===== src/rtl/decode_issue_stage.sv =====
// rtl/decode_issue_stage.sv - MIPS-subset decode/operand fetch feeding the ALU through one registered slot
module decode_issue_stage #(
    parameter int DATA_W    = 32,
    parameter int REG_COUNT = 32,
    parameter int CNT_W     = 16
) (
    input  logic              clk,
    input  logic              rst,
    input  logic              in_valid,
    output logic              in_ready,
    input  logic [31:0]       in_instr,
    output logic              out_valid,
    input  logic              out_ready,
    output logic [DATA_W-1:0] out_input1,
    output logic [DATA_W-1:0] out_input2,
    output logic [1:0]        out_aluOp,
    output logic [5:0]        out_funct,
    output logic [4:0]        out_dest,
    output logic              out_illegal,
    input  logic              wb_en,
    input  logic [4:0]        wb_addr,
    input  logic [DATA_W-1:0] wb_data,
    output logic [CNT_W-1:0]  issue_count,
    output logic [CNT_W-1:0]  illegal_count
);

    logic [REG_COUNT-1:0][DATA_W-1:0] regs;

    logic [5:0]        opcode;
    logic [4:0]        rs;
    logic [4:0]        rt;
    logic [4:0]        rd;
    logic [4:0]        shamt;
    logic [5:0]        funct;
    logic [15:0]       imm;
    logic [DATA_W-1:0] rs_val;
    logic [DATA_W-1:0] rt_val;

    logic [DATA_W-1:0] d_in1;
    logic [DATA_W-1:0] d_in2;
    logic [1:0]        d_op;
    logic [5:0]        d_fn;
    logic [4:0]        d_dst;
    logic              d_ill;

    logic accept;
    logic consume;

    assign opcode = in_instr[31:26];
    assign rs     = in_instr[25:21];
    assign rt     = in_instr[20:16];
    assign rd     = in_instr[15:11];
    assign shamt  = in_instr[10:6];
    assign funct  = in_instr[5:0];
    assign imm    = in_instr[15:0];

    assign in_ready = !out_valid || out_ready;
    assign accept   = in_valid && in_ready;
    assign consume  = out_valid && out_ready;

    // A writeback landing on the same edge as acceptance is forwarded so the slot sees the new value
    assign rs_val = (rs == 5'd0) ? '0 : ((wb_en && wb_addr == rs) ? wb_data : regs[rs]);
    assign rt_val = (rt == 5'd0) ? '0 : ((wb_en && wb_addr == rt) ? wb_data : regs[rt]);

    always_comb begin
        d_in1 = '0;
        d_in2 = '0;
        d_op  = 2'd0;
        d_fn  = 6'd0;
        d_dst = 5'd0;
        d_ill = 1'b0;
        case (opcode)
            6'd0: begin
                case (funct)
                    6'd0, 6'd2, 6'd3: begin
                        d_op  = 2'd2;
                        d_fn  = funct;
                        d_dst = rd;
                        d_in1 = {{(DATA_W-5){1'b0}}, shamt};
                        d_in2 = rt_val;
                    end
                    6'd32, 6'd34, 6'd36, 6'd37, 6'd42: begin
                        d_op  = 2'd2;
                        d_fn  = funct;
                        d_dst = rd;
                        d_in1 = rs_val;
                        d_in2 = rt_val;
                    end
                    default: d_ill = 1'b1;
                endcase
            end
            6'd8: begin
                d_op  = 2'd0;
                d_dst = rt;
                d_in1 = rs_val;
                d_in2 = {{(DATA_W-16){imm[15]}}, imm};
            end
            6'd12: begin
                d_op  = 2'd1;
                d_dst = rt;
                d_in1 = rs_val;
                d_in2 = {{(DATA_W-16){1'b0}}, imm};
            end
            default: d_ill = 1'b1;
        endcase
    end

    always_ff @(posedge clk or posedge rst) begin
        if (rst) begin
            regs <= '0;
        end else if (wb_en && wb_addr != 5'd0) begin
            regs[wb_addr] <= wb_data;
        end
    end

    // Operands are captured at acceptance; later writebacks never disturb a held slot
    always_ff @(posedge clk or posedge rst) begin
        if (rst) begin
            out_valid   <= 1'b0;
            out_input1  <= '0;
            out_input2  <= '0;
            out_aluOp   <= 2'd0;
            out_funct   <= 6'd0;
            out_dest    <= 5'd0;
            out_illegal <= 1'b0;
        end else if (accept) begin
            out_valid   <= 1'b1;
            out_input1  <= d_in1;
            out_input2  <= d_in2;
            out_aluOp   <= d_op;
            out_funct   <= d_fn;
            out_dest    <= d_dst;
            out_illegal <= d_ill;
        end else if (consume) begin
            out_valid <= 1'b0;
        end
    end

    always_ff @(posedge clk or posedge rst) begin
        if (rst) begin
            issue_count   <= '0;
            illegal_count <= '0;
        end else begin
            if (consume) begin
                issue_count <= issue_count + 1'b1;
            end
            if (accept && d_ill) begin
                illegal_count <= illegal_count + 1'b1;
            end
        end
    end

endmodule


===== config.mk =====
export PLATFORM = sky130hd
export DESIGN_NAME = decode_issue_stage
export DESIGN_NICKNAME = d
export VERILOG_FILES = /design/src/rtl/decode_issue_stage.sv
export SDC_FILE = /design/constraint.sdc
export NUM_CORES = 2
export LEC_CHECK = 0
export BUFFER_PORTS_ARGS = -buffer_cell sky130_fd_sc_hd__buf_2
export CAP_MARGIN = 0
export CORE_AREA = 2 2 332 334
export CTS_CLUSTER_SIZE = 20
export DETAILED_ROUTE_END_ITERATION = 8
export DIE_AREA = 0 0 334 336
export HOLD_SLACK_MARGIN = 0.08
export PLACE_DENSITY_LB_ADDON = 0.25
export SYNTH_ARGS = -nofsm -noshare
export SYNTH_HDL_FRONTEND = slang
export SYNTH_SLANG_ARGS = --single-unit

===== constraint.sdc =====
create_clock -name clk -period 50.2 [get_ports clk]
set_input_delay 5.02 -clock clk [delete_from_list [all_inputs] [get_ports clk]]
set_output_delay 5.02 -clock clk [all_outputs]
set_load 0.01 [all_outputs]

==> flow_summary_export.csv <==
group,metric,value,unit
synth,synth_area,0.0592,sq mm
flow_run,drv_cap,0,
worst_setup_path,worstPathArrival,5.81,ns
placement,place_area,0.0608,sq mm
pwr,p_leak,28.5,nW
cts,cts_resized,0,
cells_and_area,drive_gt1_frac,0.427,
cts,cts_hold_buffers,0,
cts,clkSinkCount,1135,
timing,finalHoldViolCount,0,
placement,dpl.hpwl,107000,um
grt,grt-ovfl-total,0,
timing,slew_violations,0,
timing,fin_crit,10.83,ns
grt,grt_max_degree,171,
cts,cts_setup_buffers,0,
cts,cts_made_buffers,119,
pwr,switching_power,0.715,mW
worst_setup_path,path_buf_inv,2,
cells_and_area,design_area,0.0649,sq mm
worst_setup_path,path_delay_family,"simple AND/OR/NAND/NOR gates",
floorplanning,std_cell_rows,121,
placement,portBuffers,185,
synth,async_flop_share,1.00,
worst_setup_path,crit_fanout,11,
floorplanning,io_pins,186,
synth,netlist_instances,4450,
floorplanning,die_x,334,um
grt,antenna_found_initial,10,
route,drtIter0Drc,4701,
cts,cts_tree,"built",
worst_setup_path,max_stage_delay,0.44,ns
grt,grt_use_total,0.339,
pwr,vdd_drop_max,32.1,uV
pwr,comb_power_share,0.189,
timing,finalSetupViolations,0,
floorplanning,die-area,0.112,sq mm
pwr,swShare,0.273,
route,wirelength,189000,um
cts,clock_path_buffers,3,
synth,synth_area_leader_cell,"dfrtp_1",
route,wl_per_cell,32.1,um
synth,synth_nets,4526,
worst_setup_path,critPathMostFrequentCell,"buf_2",
synth,yosysTopAreaCellShare,0.480,
route,drc_errors,0,
timing,holdWs,0.398,ns
cts,path_clk_slew,0.06,ns
synth,seq_area_frac_synth,0.480,
pwr,power,2.62,mW
route,vias,41200,
floorplanning,core,0.108,sq mm
grt,grt_pass1_vias,41000,
worst_setup_path,critPathKind,"in -> out",
synth,ys_types,62,
timing,rsz0062_at_grt,"no",
cells_and_area,fillCellCount,8380,
pwr,p_per_area,40.4,mW/mm^2
timing,final.setup.tns,0,ns
timing,fin_crit_sh,0.216,
run_status,status,"finished clean",
placement,routabilityCongestion,0.850,
worst_setup_path,worstPathRequired,45.18,ns
grt,grt_pass1_wl,279000,um
timing,clock_skew,0.0334,ns
timing,max-slew-margin-rel,0.0566,
worst_setup_path,slowest_stage,"nand2b_1",
cts,htree_levels,3,
cells_and_area,regArea,0.0284,sq mm
cts,clock_latency,0.73,ns
timing,worst_pin_slew,1.41,ns
pwr,power_frac_clock,0.353,
timing,max_freq,92.3,MHz
pwr,seqPwrFrac,0.457,
synth,ys.flop_type,"dfrtp_1",
worst_setup_path,crit_chain,"buf_2 -> nand2b_1 -> buf_2",
floorplanning,start_util,0.546,
cells_and_area,area_delta_synth_final,9.70,%
cells_and_area,nets,4449,
synth,yosysWarnings,0,
min_path,hold_class,"reg -> reg",
placement,dp_cells,5666,
pwr,intPower,1.91,mW
synth,synth.area.top_cells,"dfrtp_1 (48%), mux2_2 (18%), mux4_2 (15%), o21ai_0 (2.0%), nand2_1 (2.0%)",
cells_and_area,instances_no_fill,5890,
cells_and_area,multiInputGateArea,0.0288,sq mm
worst_setup_path,critPathLaunchType,"input pin",
synth,synth-edff-count,0,
cts,cts_root_buf,"clkbuf_16",
floorplanning,die_h,336,um
route,ant_nets,0,
synth,synth.avg_cell_area,13.3,sq um
route,first_pass_iters,6,
route,via_per_inst,6.99,
synth,ys_ff_latch,1135,
worst_setup_path,setup.worst_path.end_class,"primary output",
## cell usage after synthesis (14+ instances only)
master / instances
nand2_1: 319
nor2_1: 109
nor3_1: 32
a32oi_1: 22
buf_2: 141
mux4_2: 407
dfrtp_1: 1135
xor2_1: 21
o22ai_1: 140
mux2i_1: 75
nor2b_1: 19
nand3_1: 46
o31ai_1: 33
a2111oi_0: 14
o21ai_0: 242
a21oi_1: 25
clkbuf_1: 305
mux2_2: 967
a22o_1: 33
a22oi_1: 91
xnor2_1: 19
inv_1: 21
## placed cells by master, fill, tap and decap left out, drive strengths merged, types with 22 or more instances in the layout
cell type and instances:
o21ai 242, a22o 33, a22oi 91, a21oi 25
nor3 32, a32oi 22, o22ai 140, mux2 975
clkinv 23, o31ai 33, nand3 46, nor2 109
inv 26, clkbuf 169, buf 282, mux4 407
mux2i 75, nand2 319, dfrtp 1135
## sequential cells by signal, summed over array words and instances, names as in the netlist
register       count
out_funct          6
out_dest           5
issue_count       16
out_input1        32
illegal_count     16
out_aluOp          2
regs            1024
out_illegal        1
out_valid          1
out_input2        32
## stage by stage
step / setup WS, ns / utilization
after CTS: 39.38 / 0.599
after global placement: 39.40 / 0.561
after detailed placement: 39.39 / 0.561
final: 39.37 / 0.599
after global routing: 39.31 / 0.599
after floorplan: 13.22 / -
## cell type report
| cell class | instances | area share |
|---|---|---|
| Clock buffer | 169 | 0.0530 |
| Clock inverter | 48 | 0.00967 |
| Inverter | 21 | 0.00133 |
| Tap cell | 1414 | 0.0273 |
| Timing Repair Buffer | 282 | 0.0267 |
| Antenna cell | 7 | 0.000270 |
| Sequential cell | 1135 | 0.437 |
| Multi-Input combinational cell | 2814 | 0.444 |
## path summary, 6_finish.rpt
| kind | startpoint | endpoint | slack, ns | cells after the start |
|---|---|---|---|---|
| max | out_ready | in_ready | 39.37 | 3 |
| min | regs[21] | regs[21] | 0.40 | 0 |
| max reg2reg | out_valid | out_input1[24] | 46.48 | 6 |
| min reg2reg | regs[21] | regs[21] | 0.40 | 0 |
| max in group asynchronous | rst | regs[108] | 42.51 | 5 |
| min in group asynchronous | rst | regs[799] | 4.36 | 2 |
## metal layers
layer	wire, um	part of all wire	global-route usage
met3	21400	0.11	0.0987
met2	83600	0.44	0.498
met1	73900	0.39	0.464
met5	57	0.00030	0
met4	10000	0.053	0.170
## power by group through the flow
stage                     clock (mW)  sequential, mW  combinational [mW]
final                          0.926            1.20               0.496
after global routing           0.973            1.22               0.534
after floorplan                    0            1.18               0.390
after detailed placement           0            1.21               0.493
after CTS                      0.934            1.19               0.495
after global placement             0            1.20               0.480
## cell families (layout without fill, tap and decap cells)
family	Yosys count	in the layout	synth area share
buffers and inverters	501	520	0.0367
multiplexers	1457	1457	0.353
other	0	7	0
AND/OR/NAND/NOR	617	617	0.0468
XOR/XNOR	40	40	0.00592
flip-flops	1135	1135	0.480
adder cells (fa/ha/maj)	2	2	0.000423
AO/OA/AOI/OAI	698	698	0.0772
No activity file was read; power rests on OpenSTA's default activity.
